$ cat src/rtl/mem_loader.sv
// Byte-stream host loader for the shared I/O-selector memory bus: assembles
// 32-bit words from host bytes, issues memory writes/reads and returns read words as bytes.
module mem_loader #(
  parameter int WIDTH  = 32,
  parameter int ADDR_W = 10
) (
  input  logic              clk,
  input  logic              reset,
  input  logic [7:0]        rx_data,
  input  logic              rx_valid,
  output logic              rx_ready,
  output logic [7:0]        tx_data,
  output logic              tx_valid,
  input  logic              tx_ready,
  output logic              selector,
  output logic [WIDTH-1:0]  data_in,
  input  logic [WIDTH-1:0]  data_out,
  output logic [ADDR_W-1:0] addr,
  output logic              wr_en,
  output logic              rd_en,
  output logic              busy
);

  typedef enum logic [2:0] {
    S_IDLE, S_RX, S_WRITE, S_READ_REQ, S_READ_CAP, S_TX
  } state_t;

  localparam logic [1:0] OP_WRITE = 2'b00;
  localparam logic [1:0] OP_READ  = 2'b01;
  localparam logic [1:0] OP_SET   = 2'b10;
  localparam logic [1:0] OP_CLR   = 2'b11;

  state_t            state, state_nx;
  logic [1:0]        cnt;
  logic [1:0]        cnt_nx;
  logic              op_set;
  logic [WIDTH-1:0]  word;
  logic [WIDTH-1:0]  rd_word;
  logic [WIDTH-1:0]  rx_word;
  logic [ADDR_W-1:0] ins_ptr, dat_ptr;
  logic [ADDR_W-1:0] tgt_ptr;
  logic              rx_fire, tx_fire;

  assign rx_fire = rx_valid && rx_ready;
  assign tx_fire = tx_valid && tx_ready;
  assign cnt_nx  = cnt + 2'd1;
  // selector is latched from the command byte, so it names the target for the whole operation
  assign tgt_ptr = selector ? dat_ptr : ins_ptr;
  assign rx_word = {rx_data, word[WIDTH-9:0]};

  always_ff @(posedge clk or posedge reset) begin
    if (reset) state <= S_IDLE;
    else       state <= state_nx;
  end

  always_comb begin
    state_nx = state;
    case (state)
      S_IDLE: begin
        if (rx_fire) begin
          case (rx_data[7:6])
            OP_WRITE, OP_SET: state_nx = S_RX;
            OP_READ:          state_nx = S_READ_REQ;
            default:          state_nx = S_IDLE;
          endcase
        end
      end
      S_RX:       if (rx_fire && cnt == 2'd3) state_nx = op_set ? S_IDLE : S_WRITE;
      S_WRITE:    state_nx = S_IDLE;
      S_READ_REQ: state_nx = S_READ_CAP;
      S_READ_CAP: state_nx = S_TX;
      S_TX:       if (tx_fire && cnt == 2'd3) state_nx = S_IDLE;
      default:    state_nx = S_IDLE;
    endcase
  end

  always_comb begin
    rx_ready = (state == S_IDLE) || (state == S_RX);
    wr_en    = (state == S_WRITE);
    rd_en    = (state == S_READ_REQ);
    tx_valid = (state == S_TX);
    busy     = (state != S_IDLE);
  end

  always_ff @(posedge clk or posedge reset) begin
    if (reset) begin
      cnt      <= '0;
      op_set   <= 1'b0;
      word     <= '0;
      rd_word  <= '0;
      ins_ptr  <= '0;
      dat_ptr  <= '0;
      selector <= 1'b0;
      data_in  <= '0;
      addr     <= '0;
      tx_data  <= '0;
    end else begin
      case (state)
        S_IDLE: begin
          cnt <= '0;
          if (rx_fire) begin
            selector <= rx_data[0];
            op_set   <= rx_data[7];
            if (rx_data[7:6] == OP_CLR) begin
              if (rx_data[0]) dat_ptr <= '0;
              else            ins_ptr <= '0;
            end
            if (rx_data[7:6] == OP_READ) addr <= rx_data[0] ? dat_ptr : ins_ptr;
          end
        end
        S_RX: begin
          if (rx_fire) begin
            word[{cnt, 3'b000} +: 8] <= rx_data;
            cnt <= cnt_nx;
            if (cnt == 2'd3) begin
              if (op_set) begin
                if (selector) dat_ptr <= rx_word[ADDR_W-1:0];
                else          ins_ptr <= rx_word[ADDR_W-1:0];
              end else begin
                data_in <= rx_word;
                addr    <= tgt_ptr;
              end
            end
          end
        end
        S_WRITE, S_READ_CAP: begin
          // pointer advances after every access and wraps naturally at 2**ADDR_W
          if (selector) dat_ptr <= dat_ptr + 1'b1;
          else          ins_ptr <= ins_ptr + 1'b1;
          if (state == S_READ_CAP) begin
            rd_word <= data_out;
            tx_data <= data_out[7:0];
            cnt     <= '0;
          end
        end
        S_TX: begin
          if (tx_fire) begin
            cnt <= cnt_nx;
            if (cnt != 2'd3) tx_data <= rd_word[{cnt_nx, 3'b000} +: 8];
          end
        end
        default: ;
      endcase
    end
  end

endmodule

$ cat config.mk
export PLATFORM = sky130hd
export DESIGN_NAME = mem_loader
export DESIGN_NICKNAME = d
export VERILOG_FILES = /design/src/rtl/mem_loader.sv
export SDC_FILE = /design/constraint.sdc
export NUM_CORES = 1
export LEC_CHECK = 0
export CORE_MARGIN = 2
export CORE_UTILIZATION = 51
export DETAILED_ROUTE_END_ITERATION = 7
export PLACE_DENSITY = 0.77
export SLEW_MARGIN = 10
export SYNTH_ARGS = -nofsm -noshare
export SYNTH_HDL_FRONTEND = slang
export SYNTH_SLANG_ARGS = --single-unit
$ cat constraint.sdc
create_clock -name clk -period 7.2 [get_ports clk]
set_input_delay 1.08 -clock clk [delete_from_list [all_inputs] [get_ports clk]]
set_output_delay 1.08 -clock clk [all_outputs]
set_load 0.03 [all_outputs]
Yosys cells after proc, flatten, opt, wreduce, memory -nomap -nowiden
Cells that the tools add are included.
- shifts and indexed selects: 3
- add/subtract/negate cells: 4
- equal/unequal tests: 28
- bitwise operators: 1
- mux-type cells: 41
- reduce and logical (&&, ||, !) cells: 24
- operator list (cell ; number):
    $mux 10 ; 23
    $pmux 10 s3 ; 2
    $bwmux 32 ; 1
    $shift 8x7->32 const A ; 1
    $shiftx 32x6->8 ; 1
    $shiftx 8x7->32 ; 1
    $ne 2x2->1 const B ; 14
    $mux 8 ; 3
    $add 10x1->10 const B ; 2
    $pmux 10 s2 ; 1
    $reduce_and 9->1 ; 2
    $pmux 8 s2 ; 1
    $pmux 3 s5 ; 1
    $reduce_and 4->1 ; 3
    $ne 2x1->1 const B ; 5
    $mux 3 ; 3
    $mux 2 ; 4
    $pmux 2 s4 ; 1
    $neg 5->7 ; 1
    $eq 2x2->1 const B ; 3
    $eq 3x2->1 const B ; 2
    $eq 3x3->1 const B ; 2
    $reduce_and 2->1 ; 3
    $reduce_and 6->1 ; 1
    14 further kinds ; 20
- input bits: 44
- logic and storage cells: 112
- bits in registers: 141
- output and inout bits: 56

Longest topological paths before layout
Gate-level depths: netlist of the first run.
- depth after elaboration: 6
- mapped depth: 8
- depth with buffers taken out: 6

Worst setup path after synthesis of the first run
Ideal clock, no wire load.
- path type: register to output
- start point: register state[0]
- end point: output wr_en
- path buffers: 1
- required time: 6120 ps
- arrival time: 1331 ps
- slack: 4789 ps
- stages on the path, launching flop included: 3
- cell sequence: dfrtp_1 > buf_4 > nor3b_1
- cells in the longest elaborated chain, start to end: 1
- ends and longest elaborated chain (item ; RTL line ; text):
    from (decl) ; 33 ; state_t state, state_nx;
    from (signal assigned) ; 53 ; else state <= state_nx;
    $eq 3x2->1 ; 79 ; wr_en = (state == S_WRITE);
    to (decl) ; 19 ; output logic wr_en,
No other way between the ends.

Final worst setup path of the first run
- start point: register state[0]
- end point: output tx_valid
- cells in the longest elaborated chain, start to end: 1
- ends and longest elaborated chain (item ; RTL line ; text):
    $eq 3x3->1 ; 81 ; tx_valid = (state == S_TX);
    to (decl) ; 13 ; output logic tx_valid,
No other way between the ends.

==> impl_results.md, run 1 <==
* Run status: finished, final reports clean
* WL per Instance at 17.3 um
* Worst Setup Start Kind: flip-flop
* Final period util at 53.1%
* FF-to-FF Start: cnt[0]
* Setup ws final at 3370 ps
* FF+latch area at 3330 um^2
* Crit path cell chain: nand3b_1, inv_1, clkdlybuf4s50_1
* Maximum buffer depth of the clock tree at 2
* Post-synthesis sequential area ratio at 52.7%
* Yosys top cell by area: dfrtp_1
* Die width at 115 um
* Die height at 115 um
* Vias at 4495
* N_diodes at 0
* Post-synthesis mux area share at 20.7%
* Min-Delay Endpoint: word[15]
* Initial Util at 52.3%
* Ys flop type: dfrtp_1
* Unrepaired setup endpoints after global routing: no
* GP Congestion at 0.811
* Post-cts sizing count at 0
* Total global-route track usage at 23.1%
* Post-Synth Adder-Cell Area at 1.39%
* WL final at 14.0 mm
* Worst Tran Pin Value at 1020 ps
* Placed wire-length estimate at 9.44 mm
* Grt total ovfl at 0
* Fmax at 261 MHz
* Slew Limit Headroom at 32.1%
* Multi-input logic area at 2760 um^2
* Crit-path max cell delay at 780 ps
* Synth Area in XOR/XNOR at 0.278%
* Crit path required time at 6120 ps
* Vias in the first global route at 4741
* Layout cell share with drive strength beyond 1 at 20.5%
* Setup crit end kind: output port
* Setup Viol. Count Final at 0
* Synth Area in Compound Gates at 10.8%
* Top-Level Pins at 100
* Num CTS Buffers at 17
* Crit path max fanout at 21
* Fillers at 900
* Pwr Density at 441 nW/um^2
* Post-CTS setup buffers at 0
* Gate Count Post-Synth at 535
* First-pass GRT wire length at 23.5 mm
* Largest net degree at the start of global routing at 70
* Endpoints failing hold at 0
* CTS Hold Bufs at 0
* I/O Buffers at 99
* Post-synth top area share at 52.7%
* Pre-CTS setup slack at 3870 ps
* Nets at 676
* Max Cap Viol at 0
* Hold Path Class: flip-flop to flip-flop
* Clock tree root driver cell: clkbuf_16
* Synth async-reset ratio at 100%
* Clock Skews at 5.33 ps
* Crit path kind: flip-flop to output port
* Worst Hold Depth at 2
* Synth Cell Area at 6310 um^2
* Yosys warns at 0
* Die ar. at 13300 um^2
* Vias per std cell at 5.58
* Core Region at 12100 um^2
* Pre-antenna DRT Iters at 5
* Post-route DRC at 0
* Placed Cells at 774
* Yosys cell types at 61
* CP max stage cell: dfrtp_1
* Hold path startpoint: word[15]
* P&R area growth vs syn at 26.1%
* Mapped Nets at 586
* R2r endpoint: word[16]
* Final setup TNS at 0 ps
* Worst R2R Path Depth at 5
* H-tree Lvls at 4
* Final slew viol count at 0
* Synthesized flop and latch total at 133
* CTS tree: built
* Avg Synthesized Cell Area at 11.8 um^2
* Min Tclk post-route at 3830 ps
* Post-synth EDFFs at 0
* Arrival time worst endpoint at 2750 ps
* LEAKAGE at 3.42 nW
* Clk slew on worst S/H paths at 60 ps
* Synth area leaders: dfrtp_1 53%, mux2_2 12%, nand2_1 4.0%
* R2R setup slack at 4080 ps
* Skew-Pair Late Insertion Delay at 420 ps
* Row count at 40
* Initial antenna violation count at 0
* Iter 0 DRT Violations at 361
* Non-Filler Instances at 806
* Final ANT Viol Nets at 0
* Hold WS at 480 ps
* Post-Synth Simple-Gate Area at 10.5%
* Sink Count at 133
* Largest family of logic cells by synthesized area: multiplexers
* Peak VDD IR at 0.233 mV
==> worst max-delay path: cells and delay by family (launching register included) <==
family,cells,cell delay [ps]
flops,1,780
buf+inv,2,940
simple gates,1,600
==> area by class of cell <==
type	instances	share of cell area [%]
Sequential cell	133	41.8
Clock inverter	13	1.98
Timing Repair Buffer	102	12.7
Multi-Input combinational cell	360	34.7
Tap cell	168	2.64
Clock buffer	19	5.57
Inverter	11	0.551
==> power breakdown <==
part | switching [mW] | internal (mW)
clock network | 0.321 | 0.551
logic | 0.713 | 0.636
registers | 0.268 | 1.02
==> cells in the mapped netlist (2+ instances only) <==
library cell and number:
o31a_1 6, a21oi_2 2, nand3_1 9, a32oi_1 3
a22o_1 2, nor2_4 2, nor3b_2 2, mux2_4 9
buf_2 16, nor3b_1 3, a21oi_1 13, o21ai_0 37
a22oi_1 4, nand3b_1 2, nand2b_1 4, nor2b_1 3
nand2_1 67, nor3_1 2, a31oi_1 6, o21a_1 2
dfrtp_1 133, mux2_2 66, mux2_1 12, mux2i_1 9
clkbuf_1 8, or3_1 2, mux4_2 8, and3_1 3
ha_1 7, nor2_1 24, and2_1 4, buf_6 3
inv_1 11, o21ai_1 23, buf_4 2
==> flip-flops by register name, summed over array words and instances (netlist names), 2 cells and up <==
name and flops:
rd_word 32, ins_ptr 10, state 3, addr 10
cnt 2, dat_ptr 10, tx_data 8, data_in 32
word 24
==> through the flow <==
step	util (%)	area [um^2]	total power, mW
final	65.9	7950	3.51
after global routing	65.9	7950	3.73
after CTS	65.9	7950	3.53
after detailed placement	61.0	7350	2.64
after global placement	61.0	7350	2.58
after floorplan	-	6310	2.25
==> cells by family after synthesis <==
family	after synthesis
compound gates	109
fa+ha+maj	7
xor+xnor	2
buf+inv	42
mux	105
flops	133
simple gates	137
==> how the worst max path moves through the flow <==
| stage | slack, ps | startpoint | depth (start not counted) | to |
|---|---|---|---|---|
| after floorplan | 2570 | reset | 1 | addr[0] |
| after global placement | 3980 | state[0] | 3 | tx_valid |
| after detailed placement | 3870 | state[0] | 3 | tx_valid |
| after CTS | 3380 | state[0] | 3 | tx_valid |
| after global routing | 3220 | state[0] | 3 | tx_valid |
| final | 3370 | state[0] | 3 | tx_valid |
==> cell usage in the layout, fill, tap and decap left out, types with 2 or more instances in the layout <==
cell type,netlist,routed
ha_1,7,7
nor3b_2,2,2
mux2i_1,9,9
inv_1,11,10
buf_4,2,3
bufinv_16,0,3
nor2b_1,3,3
nand3b_1,2,2
nand3_1,9,9
mux2_2,66,66
nor2_1,24,24
clkinvlp_4,0,4
mux2_4,9,9
mux4_2,8,8
a21oi_1,13,13
and2_1,4,4
nor3_1,2,2
o21ai_0,37,37
clkdlybuf4s50_1,0,99
clkinv_4,0,2
nor3b_1,3,3
clkbuf_16,0,17
nand2_1,67,67
mux2_1,12,12
a32oi_1,3,3
nor2_4,2,2
nand2b_1,4,4
a22o_1,2,2
o21ai_1,23,23
a22oi_1,4,4
a21oi_2,2,2
a31oi_1,6,6
or3_1,2,2
dfrtp_1,133,133
clkinv_2,0,4
o31a_1,6,6
o21a_1,2,2
and3_1,3,3
==> routing by layer <==
| layer | GRT usage (%) | vias to the layer above | share of wire [%] |
|---|---|---|---|
| li1 | - | 2094 | - |
| met2 | 35.5 | 156 | 48 |
| met3 | 7.64 | 36 | 6.8 |
| met4 | 11.4 | 0 | 2.8 |
| met1 | 29.6 | 2209 | 43 |
| met5 | 0 | - | 0 |
(Power assumes the default switching activity.)
==> inputs of run 2 (changes only) <==
CORE_UTILIZATION = 49   (was 51)
PLACE_DENSITY = 0.78   (was 0.77)
clock period = 3.3 ns   (was 7.2 ns; I/O delays follow)
==> impl_results.md, run 2 (synthesis results as in run 1) <==
* Net Sw Frac at 36.3%
* Arrival time worst endpoint at 2310 ps
* R2R setup slack at 730 ps
* Top-Level Pins at 100
* Min Tclk post-route at 2810 ps
* Die ar. at 13800 um^2
* Pwr Density at 963 nW/um^2
* Final slew viol count at 0
* Clock power share at 24.4%
* GP Congestion at 0.859
* Initial Util at 50.0%
* I/O Buffers at 99
* Clock tree root driver cell: clkbuf_16
* Nets at 685
* CTS tree: built
* Sequential power share at 35.9%
* Placed wire-length estimate at 9.83 mm
* Fmax at 356 MHz
* Grt total ovfl at 0
* Hold Path Class: input port to asynchronous set/reset pin
* Max Cap Viol at 0
* CTS Hold Bufs at 0
* Unrepaired setup endpoints after global routing: no
* Die height at 117 um
* Hold WS at 380 ps
* Num CTS Buffers at 17
* First-pass GRT wire length at 23.9 mm
* Crit path max fanout at 21
* Design Power at 7.74 mW
* Initial antenna violation count at 0
* Clock Skews at 7.20 ps
* Setup ws final at 493 ps
* WL per Instance at 17.6 um
* Fillers at 998
* Slew Limit Headroom at 36.1%
* Final setup TNS at 0 ps
* DP Area at 7440 um^2
* Setup crit end kind: output port
* Post-cts sizing count at 0
* Endpoints failing hold at 0
* Total global-route track usage at 21.8%
* Die width at 117 um
* N_diodes at 0
* Post-route DRC at 0
* WL final at 14.3 mm
* Core Region at 12600 um^2
* Most common cell after layout, fill and taps aside: dfrtp_1
* H-tree Lvls at 4
* Worst Tran Pin Value at 958 ps
* Final core occ at 63.6%
* Crit path required time at 2800 ps
* Switch Pwr at 2.81 mW
* Most frequent cells in the layout: 133 x dfrtp_1, 99 x clkdlybuf4s50_1, 67 x nand2_1
* Worst Setup Start Kind: flip-flop
* Run status: finished, final reports clean
* Iter 0 DRT Violations at 267
* Pre-antenna DRT Iters at 5
* Maximum buffer depth of the clock tree at 2
* Int Power at 4.93 mW
* Row count at 41
* Pre-CTS setup slack at 640 ps
* Peak VDD IR at 0.551 mV
* Setup Viol. Count Final at 0
* Non-Filler Instances at 816
* Vias per std cell at 5.51
* Placed Cells at 787
* Post-CTS setup buffers at 0
* Skew-Pair Late Insertion Delay at 410 ps
* Combinational fraction of design power at 39.6%
* Vias in the first global route at 4752
* P&R area growth vs syn at 27.3%
* Sink Count at 133
* Clk slew on worst S/H paths at 50 ps
* Crit path kind: flip-flop to output port
* Layout cell share with drive strength beyond 1 at 20.8%
* LEAKAGE at 3.47 nW
* Top Registers: data_in (32), rd_word (32), word (24)
* Final ANT Viol Nets at 0
* Final Cell Area at 8030 um^2
* Vias at 4499
* Largest net degree at the start of global routing at 55
* Final period util at 85.1%
-- run 2: cell types whose count changed in the layout (fill, tap and decap cells not counted), sizes merged --
cell | before | now
clkinv | 6 | 1
inv | 11 | 10
clkinvlp | 4 | 1
buf | 3 | 12
clkbuf | 19 | 25
-- run 2: routing by layer --
layer	part of all wire, %	track usage (%)	routed length [um]	vias to the layer above
met5	0	0	0	-
met4	1.9	7.83	269	0
met3	6.4	7.17	921	25
met2	51	36.5	7240	149
met1	41	26.5	5910	2221
li1	-	-	-	2104
-- run 2: power groups by stage --
stage	clock [mW]	combinational [mW]	sequential, mW
2_1_floorplan	0	2.05	2.87
3_3_place_gp	0	2.95	2.74
6_report	1.89	3.07	2.78
5_1_grt	1.99	3.33	2.86
4_1_cts	1.92	3.10	2.77
3_5_place_dp	0	3.06	2.77
-- run 2: area by class of cell --
type                            instances  area, um^2  area share [%]
Clock buffer                           25         495            6.17
Clock inverter                          4        95.1            1.18
Inverter                               11        45.0           0.561
Multi-Input combinational cell        360        2760            34.3
Sequential cell                       133        3330            41.4
Tap cell                              172         215            2.68
Timing Repair Buffer                  111        1090            13.6
-- run 2: final timing paths --
kind                       startpoint           to  cells after the start
setup / recovery             state[2]     tx_valid                      4
hold / removal                  reset  rd_word[23]                      2
setup reg to reg             state[2]      addr[9]                      4
hold reg to reg              word[18]     word[18]                      2
max in group asynchronous       reset   ins_ptr[0]                      3
min in group clk             word[18]     word[18]                      2
-- run 2: critical path: stages, from the launching register on --
cell             delay, ps
dfrtp_1                780
nand3b_1               130
buf_4                  220
inv_1                   80
clkdlybuf4s50_1        680
==> inputs of run 3 (changes only) <==
CORE_UTILIZATION = 45   (was 49)
PLACE_DENSITY = 0.72   (was 0.78)
==> impl_results.md, run 3 (synthesis results as in run 1) <==
* CP max stage cell: dfrtp_1
* Pre-antenna DRT Iters at 5
* Die ar. at 15000 um^2
* Row count at 43
* Total global-route track usage at 20.2%
* Die width at 122 um
* Post-cts sizing count at 0
* Non-Filler Instances at 825
* Run status: finished, final reports clean
* Peak VDD IR at 0.592 mV
* Placed Cells at 794
* Vias at 4491
* Skew-Pair Late Insertion Delay at 420 ps
* Max Cap Viol at 0
* Crit path max fanout at 21
* Worst Tran Pin Value at 956 ps
* Num CTS Buffers at 17
* Largest net degree at the start of global routing at 134
* Crit path cell chain: nand3b_1, buf_4, inv_1, clkdlybuf4s50_1
* Clk slew on worst S/H paths at 50 ps
* Maximum buffer depth of the clock tree at 2
* Setup crit end kind: output port
* Sink Count at 133
* Worst Hold Depth at 2
* Iter 0 DRT Violations at 396
* Crit path kind: flip-flop to output port
* Most frequent cells in the layout: 133 x dfrtp_1, 99 x clkdlybuf4s50_1, 67 x nand2_1
* Hold WS at 479 ps
* Final slew viol count at 0
* Unrepaired setup endpoints after global routing: no
* Arrival time worst endpoint at 2350 ps
* Hold Path Class: flip-flop to flip-flop
* LEAKAGE at 3.47 nW
* DP Area at 7440 um^2
* Post-route DRC at 0
* Vias per std cell at 5.44
* Worst setup path startpoint: state[2]
* Worst Setup Start Kind: flip-flop
* Clock tree root driver cell: clkbuf_16
* Setup Viol. Count Final at 0
* Layout cell share with drive strength beyond 1 at 21.4%
* Crit-path max cell delay at 780 ps
* Die height at 122 um
* N_diodes at 0
* GP Congestion at 0.835
* Top-Level Pins at 100
* Top Registers: data_in (32), rd_word (32), word (24)
* WL per Instance at 17.0 um
* Final setup TNS at 0 ps
* Clock Skews at 6.13 ps
* Crit path required time at 2800 ps
* Vias in the first global route at 4518
* Initial Util at 45.8%
* Most common cell after layout, fill and taps aside: dfrtp_1
* CTS tree: built
* P&R area growth vs syn at 27.6%
* Post-CTS setup buffers at 0
* First-pass GRT wire length at 23.1 mm
* Min Tclk post-route at 2840 ps
* Placed wire-length estimate at 9.51 mm
* Worst R2R Path Depth at 4
* Final core occ at 58.5%
* I/O Buffers at 99
* Grt total ovfl at 0
* Final period util at 86.1%
* H-tree Lvls at 4
* Core Region at 13800 um^2
* Final Cell Area at 8050 um^2
* Endpoints failing hold at 0
* Fmax at 352 MHz
* Nets at 684
* Initial antenna violation count at 0
* Pwr Density at 959 nW/um^2
* Hold path startpoint: word[11]
* WL final at 14.0 mm
* Final ANT Viol Nets at 0
* Slew Limit Headroom at 36.2%
* CTS Hold Bufs at 0
* FF-to-FF Start: state[2]
## run 3: where the power goes
group / internal [mW] / switching, mW / total (mW)
combinational: 1.43 / 1.62 / 3.06
sequential: 2.23 / 0.498 / 2.73
clock: 1.26 / 0.678 / 1.93
total: 4.92 / 2.80 / 7.72
## run 3: metal layers
metal,global-route usage [%],vias to the layer above,part of all wire [%]
met3,7.20,32,6.6
met5,0,-,0
li1,-,2111,-
met4,9.34,0,2.8
met2,30.9,132,48
met1,25.8,2216,43
## run 3: critical path: cells and delay by family (launching register included)
| kind | cells | cell delay, ps |
|---|---|---|
| buf+inv | 3 | 1000 |
| flops | 1 | 780 |
| simple gates | 1 | 140 |
## run 3: final cells by class
class                           count  area, um^2
Tap cell                          180         225
Fill cell                        1164        5720
Inverter                           11        45.0
Clock buffer                       22         484
Timing Repair Buffer              110        1090
Clock inverter                      9         125
Multi-Input combinational cell    360        2760
Sequential cell                   133        3330
## run 3: worst paths after layout
check	to	slack, ps
hold reg to reg	word[11]	480
setup reg to reg	addr[4]	760
hold / removal	word[11]	480
min in group asynchronous	data_in[22]	620
setup / recovery	tx_valid	460
max in group asynchronous	op_set	2170
## run 3: through the flow
| step | power [mW] | setup WS (ps) |
|---|---|---|
| finish | 7.72 | 457 |
| global route | 8.21 | 324 |
| CTS | 7.78 | 435 |
| detailed placement | 5.81 | 685 |
| global placement | 5.70 | 716 |
| floorplan | 4.92 | 1080 |
